===== config.mk =====
export PLATFORM = sky130hd
export DESIGN_NAME = mem_arbiter
export DESIGN_NICKNAME = d
export VERILOG_FILES = /design/src/rtl/mem_arbiter.sv
export SDC_FILE = /design/constraint.sdc
export NUM_CORES = 1
export LEC_CHECK = 0
export CORE_AREA = 2 2 92 94
export CTS_BUF_LIST = sky130_fd_sc_hd__clkbuf_4 sky130_fd_sc_hd__clkbuf_8
export CTS_CLUSTER_DIAMETER = 60
export DETAILED_ROUTE_END_ITERATION = 16
export DIE_AREA = 0 0 94 96
export DONT_BUFFER_PORTS = 1
export HOLD_SLACK_MARGIN = 0.02
export PLACE_DENSITY = 0.47
export SKIP_CTS_REPAIR_TIMING = 1
export SYNTH_ARGS = -nofsm -noshare
export SYNTH_HDL_FRONTEND = slang
export SYNTH_SLANG_ARGS = --single-unit

===== constraint.sdc =====
create_clock -name clk -period 2.1 [get_ports clk]
set_clock_uncertainty 0.05 [all_clocks]
set_input_delay 0.42 -clock clk [delete_from_list [all_inputs] [get_ports clk]]
set_output_delay 0.42 -clock clk [all_outputs]
set_load 0.02 [all_outputs]

===== src/rtl/mem_arbiter.sv =====
// mem_arbiter: shares one single-port memory between requester A (host AXI
// slave) and requester B (compute core) using registered round-robin grants,
// a per-turn access quota and a lock for atomic bursts.
//
// Ports:
//   clk, xrst                      clock, synchronous active-low reset
//   a_req/a_lock/a_we/a_addr/a_wdata   A request, lock and access payload
//   a_gnt, a_rvalid, a_rdata       A grant and read return
//   b_*                            same as A, for B
//   mem_we, mem_addr, mem_wdata    memory access (muxed from the owner)
//   mem_rdata                      memory read data, RD_LAT cycles after address
//   owner                          01 = A, 10 = B, 00 = idle
module mem_arbiter #(
  parameter int unsigned DWIDTH   = 32,
  parameter int unsigned MEMSIZE  = 10,
  parameter int unsigned RD_LAT   = 1,
  parameter int unsigned MAX_HOLD = 16
) (
  input  logic               clk,
  input  logic               xrst,
  input  logic               a_req,
  input  logic               a_lock,
  input  logic               a_we,
  input  logic [MEMSIZE-1:0] a_addr,
  input  logic [DWIDTH-1:0]  a_wdata,
  output logic               a_gnt,
  output logic               a_rvalid,
  output logic [DWIDTH-1:0]  a_rdata,
  input  logic               b_req,
  input  logic               b_lock,
  input  logic               b_we,
  input  logic [MEMSIZE-1:0] b_addr,
  input  logic [DWIDTH-1:0]  b_wdata,
  output logic               b_gnt,
  output logic               b_rvalid,
  output logic [DWIDTH-1:0]  b_rdata,
  output logic               mem_we,
  output logic [MEMSIZE-1:0] mem_addr,
  output logic [DWIDTH-1:0]  mem_wdata,
  input  logic [DWIDTH-1:0]  mem_rdata,
  output logic [1:0]         owner
);

  localparam int unsigned HOLD_W    = 8;
  localparam logic [HOLD_W-1:0] HOLD_LAST = HOLD_W'(MAX_HOLD - 1);

  // Encoding doubles as the owner code.
  typedef enum logic [1:0] {
    IDLE  = 2'b00,
    GNT_A = 2'b01,
    GNT_B = 2'b10
  } state_e;

  state_e              state_q, state_d;
  logic                last_b_q, last_b_d;   // 1: B owned last
  logic [HOLD_W-1:0]   hold_q, hold_d;
  logic [RD_LAT-1:0]   pipe_vld_q, pipe_vld_d;
  logic [RD_LAT-1:0]   pipe_tag_q, pipe_tag_d;

  logic a_acc, b_acc, rd_push;

  assign a_gnt = (state_q == GNT_A);
  assign b_gnt = (state_q == GNT_B);
  assign owner = state_q;

  assign a_acc   = a_gnt && a_req;
  assign b_acc   = b_gnt && b_req;
  assign rd_push = (a_acc && !a_we) || (b_acc && !b_we);

  // Memory mux from the current owner.
  always_comb begin
    mem_we    = 1'b0;
    mem_addr  = '0;
    mem_wdata = '0;
    unique case (state_q)
      GNT_A: begin
        mem_we    = a_req && a_we;
        mem_addr  = a_addr;
        mem_wdata = a_wdata;
      end
      GNT_B: begin
        mem_we    = b_req && b_we;
        mem_addr  = b_addr;
        mem_wdata = b_wdata;
      end
      default: ;
    endcase
  end

  // Next-state, last owner and quota counter.
  always_comb begin
    state_d  = state_q;
    last_b_d = last_b_q;
    hold_d   = hold_q;
    unique case (state_q)
      IDLE: begin
        if (a_req && b_req)  state_d = last_b_q ? GNT_A : GNT_B;
        else if (a_req)      state_d = GNT_A;
        else if (b_req)      state_d = GNT_B;
      end
      GNT_A: begin
        if (!a_req)          state_d = b_req ? GNT_B : IDLE;
        else if (b_req && !a_lock && (hold_q == HOLD_LAST))
                             state_d = GNT_B;
      end
      GNT_B: begin
        if (!b_req)          state_d = a_req ? GNT_A : IDLE;
        else if (a_req && !b_lock && (hold_q == HOLD_LAST))
                             state_d = GNT_A;
      end
      default:               state_d = IDLE;
    endcase

    if ((state_q == GNT_A) && (state_d != GNT_A)) last_b_d = 1'b0;
    if ((state_q == GNT_B) && (state_d != GNT_B)) last_b_d = 1'b1;

    // Only accesses made while the other side waits count toward the quota.
    if (state_d != state_q) begin
      hold_d = '0;
    end else if (((a_acc && b_req) || (b_acc && a_req)) && (hold_q != HOLD_LAST)) begin
      hold_d = hold_q + HOLD_W'(1);
    end
  end

  // Read-return pipe: {valid, tag}, tag 1 = B.
  always_comb begin
    pipe_vld_d = RD_LAT'({pipe_vld_q, rd_push});
    pipe_tag_d = RD_LAT'({pipe_tag_q, b_acc});
  end

  always_ff @(posedge clk) begin
    if (!xrst) begin
      state_q    <= IDLE;
      last_b_q   <= 1'b1;
      hold_q     <= '0;
      pipe_vld_q <= '0;
      pipe_tag_q <= '0;
    end else begin
      state_q    <= state_d;
      last_b_q   <= last_b_d;
      hold_q     <= hold_d;
      pipe_vld_q <= pipe_vld_d;
      pipe_tag_q <= pipe_tag_d;
    end
  end

  assign a_rvalid = pipe_vld_q[RD_LAT-1] && !pipe_tag_q[RD_LAT-1];
  assign b_rvalid = pipe_vld_q[RD_LAT-1] &&  pipe_tag_q[RD_LAT-1];
  assign a_rdata  = mem_rdata;
  assign b_rdata  = mem_rdata;

endmodule

==> results.md <==
* Outcome: finished, final reports clean
* Clock sink total at 13
* ANT nets after route at 0
* Worst Path Required at 1.63 ns
* Overflow after GRT at 0
* Minimum clock period at 2.07 ns
* Slew headroom at 0.684
* Top_reg_cell synth: dfxtp_1
* EDFF count, synth at 0
* Final Net Count at 356
* Detailed Routing Iterations Pass 1 at 4
* Dpl cells at 326
* CTS tree: built
* GPL Wtd Cong at 0.847
* Final setup fails at 0
* Worst-path clk slew at ~0.060 ns
* Register area share after synthesis at 0.127
* Flops & latches, synth at 13
* Die X at between 90 and 100 um
* Routed wire per std cell at between 15 and 20 um
* Core Util, Final at 0.275
* Largest net degree at the start of global routing at 34
* Critical path peak fanout at 15
* Cell variety after synth at 45
* Routing usage on met2 at 0.149
* Antenna diode count at 0
* Pwr/cell area at 617 nW/um2
* First-pass GRT wire length at 8.05 mm
* Worst-Skew Late Latency at between 0.2 and 0.25 ns
* Initial antenna violation count at 0
* Root Driver: clkbuf_8
* DIE AREA at 9020 um2
* Starting Density at 0.255
* Fin cells at 331
* Synth Area per Inst at 7.69 um2
* Hold violation total from the final report at 0
* FILL cells at 884
* DRC marker count from the first detailed-route iteration at 98
* Ys async rst share at 0
* Die height at 96 um
* Worst VDD drop at 0.206 mV
* Layout cells sized above 1 at 0.478
* Synth top area share at 0.234
* H-tree levels at 1
* Slew Viols, Final at 0
* Maxcap violations at 0
* Synth cell count leaders: buf_4 (64), nor2b_1 (44), a22oi_1 (42)
* Cell with the most instances after synthesis: buf_4
* Vias in the first global route at approximately 1.4k
* Syn nets at 396
* Area after DPL at 2030 um2
* Core Region at 8050 um2
* Final period utilization at 0.986
* Post-detail-place hpwl at 5.28 mm
* Post-Syn Instances at 267
* Top cell type by total area after synthesis: buf_4
* Crit path kind: reg2out
* RSZ-0062 raised after global routing: yes
* Synthesized area at roughly 2100 um2
* FP Rows at 33
* Clock buffer depth at 2
* Area Growth Syn to Fin at 7.68%
* Met1 usage at 0.182
* Num CTS Buffers at 3
* Port Buffer Count at 0
* Synth top area cells: buf_4 (23%), a22oi_1 (15%), nor2b_1 (13%)
* WHS Path Cells at 2
* Finished Cell Area at 2210 um2
* Hold Crit Class: in2reg
* Global route hottest layer: met1
* WP data arrival at roughly 1.6 ns
* Crit path capture type: primary output
* Vias per Instance at 5.23
* I/O pin total at 237
* Synth warn at 0
* Via count at 1731
* Met3 Track Usage GR at 0.0376
* Fmax achieved at 483 MHz
* R2R depth at 6
* Worst-Margin Slew at around 0.47 ns
* Element type at the critical path start: flop
* Leakage at 0.718 nW
* GRT Util Overall at 0.118
* Residual DRC count at 0
* Post-Route WL at 6.38 mm
[report_power, final]
part           internal (mW)  switching, mW
registers              0.259         0.0107
clock network          0.131         0.0942
logic                  0.408          0.461
total                  0.798          0.566
[worst paths after layout]
| check | startpoint | to | slack, ns |
|---|---|---|---|
| setup / recovery | owner[0] | mem_wdata[4] | 0.03 |
| hold / removal | b_we | pipe_vld_q | 0.30 |
| setup reg to reg | hold_q[0] | hold_q[5] | 0.04 |
| hold reg to reg | last_b_q | last_b_q | 0.53 |
[layout make-up]
cell class                 count  area (um2)  share of cell area
clock inverter                 1        5.00             0.00226
multi-input combinational    167        1380               0.624
tap                          105         131              0.0594
clock buffer                   3        41.3              0.0187
sequential                    13         268               0.121
inverter                       5        21.3             0.00962
timing repair buffer          37         364               0.165
[stage by stage]
stage	hold slack, ns	setup TNS [ns]	power, mW	worst slack (ns)
CTS	0.285	-2.66	1.29	-0.188
floorplan	0.435	0	1.04	0.00627
detailed placement	0.509	-0.00435	1.06	-0.00435
finish	0.303	0	1.36	0.0292
global placement	0.514	0	1.06	0.0200
global route	0.309	-0.147	1.45	-0.0258
[cell usage in the layout (no fill, tap or decap), drive strengths merged, types with 2 or more instances in the layout]
cell type / n
nor2b: 45
nand2b: 2
buf: 36
a31oi: 2
clkbuf: 4
inv: 5
nand3: 6
and2: 3
mux2i: 3
dfxtp: 13
o211ai: 2
and3: 3
a21oi: 12
nand4: 3
a31o: 2
ha: 5
mux2: 2
nor2: 7
a22oi: 42
xor2: 3
nand2: 6
xnor2: 2
[worst max-delay path, stage by stage (launching register included)]
cell and delay (ns):
dfxtp_4 0.35, buf_6 0.12, ha_4 0.19, buf_12 0.16, a22oi_1 0.30, nor2b_2 0.07
buf_4 0.16
[logic make-up after synthesis]
family,share of synthesized area
XOR/XNOR,0.0213
buffers and inverters,0.284
adder cells (fa/ha/maj),0.0305
flip-flops,0.127
AND/OR/NAND/NOR,0.241
multiplexers,0.0274
AO/OA/AOI/OAI,0.269
[registers in the layout, summed over array words and instances, names as in the netlist]
| name | flops |
|---|---|
| pipe_tag_q | 1 |
| owner | 2 |
| last_b_q | 1 |
| hold_q | 8 |
| pipe_vld_q | 1 |
[per-layer routing]
metal	wire length [um]	vias to the layer above	part of all wire
met5	0	-	0
met4	114	0	0.018
met3	647	17	0.10
met1	3010	788	0.47
li1	-	806	-
met2	2610	120	0.41
Note: power is estimated with default switching activity, not from simulation.
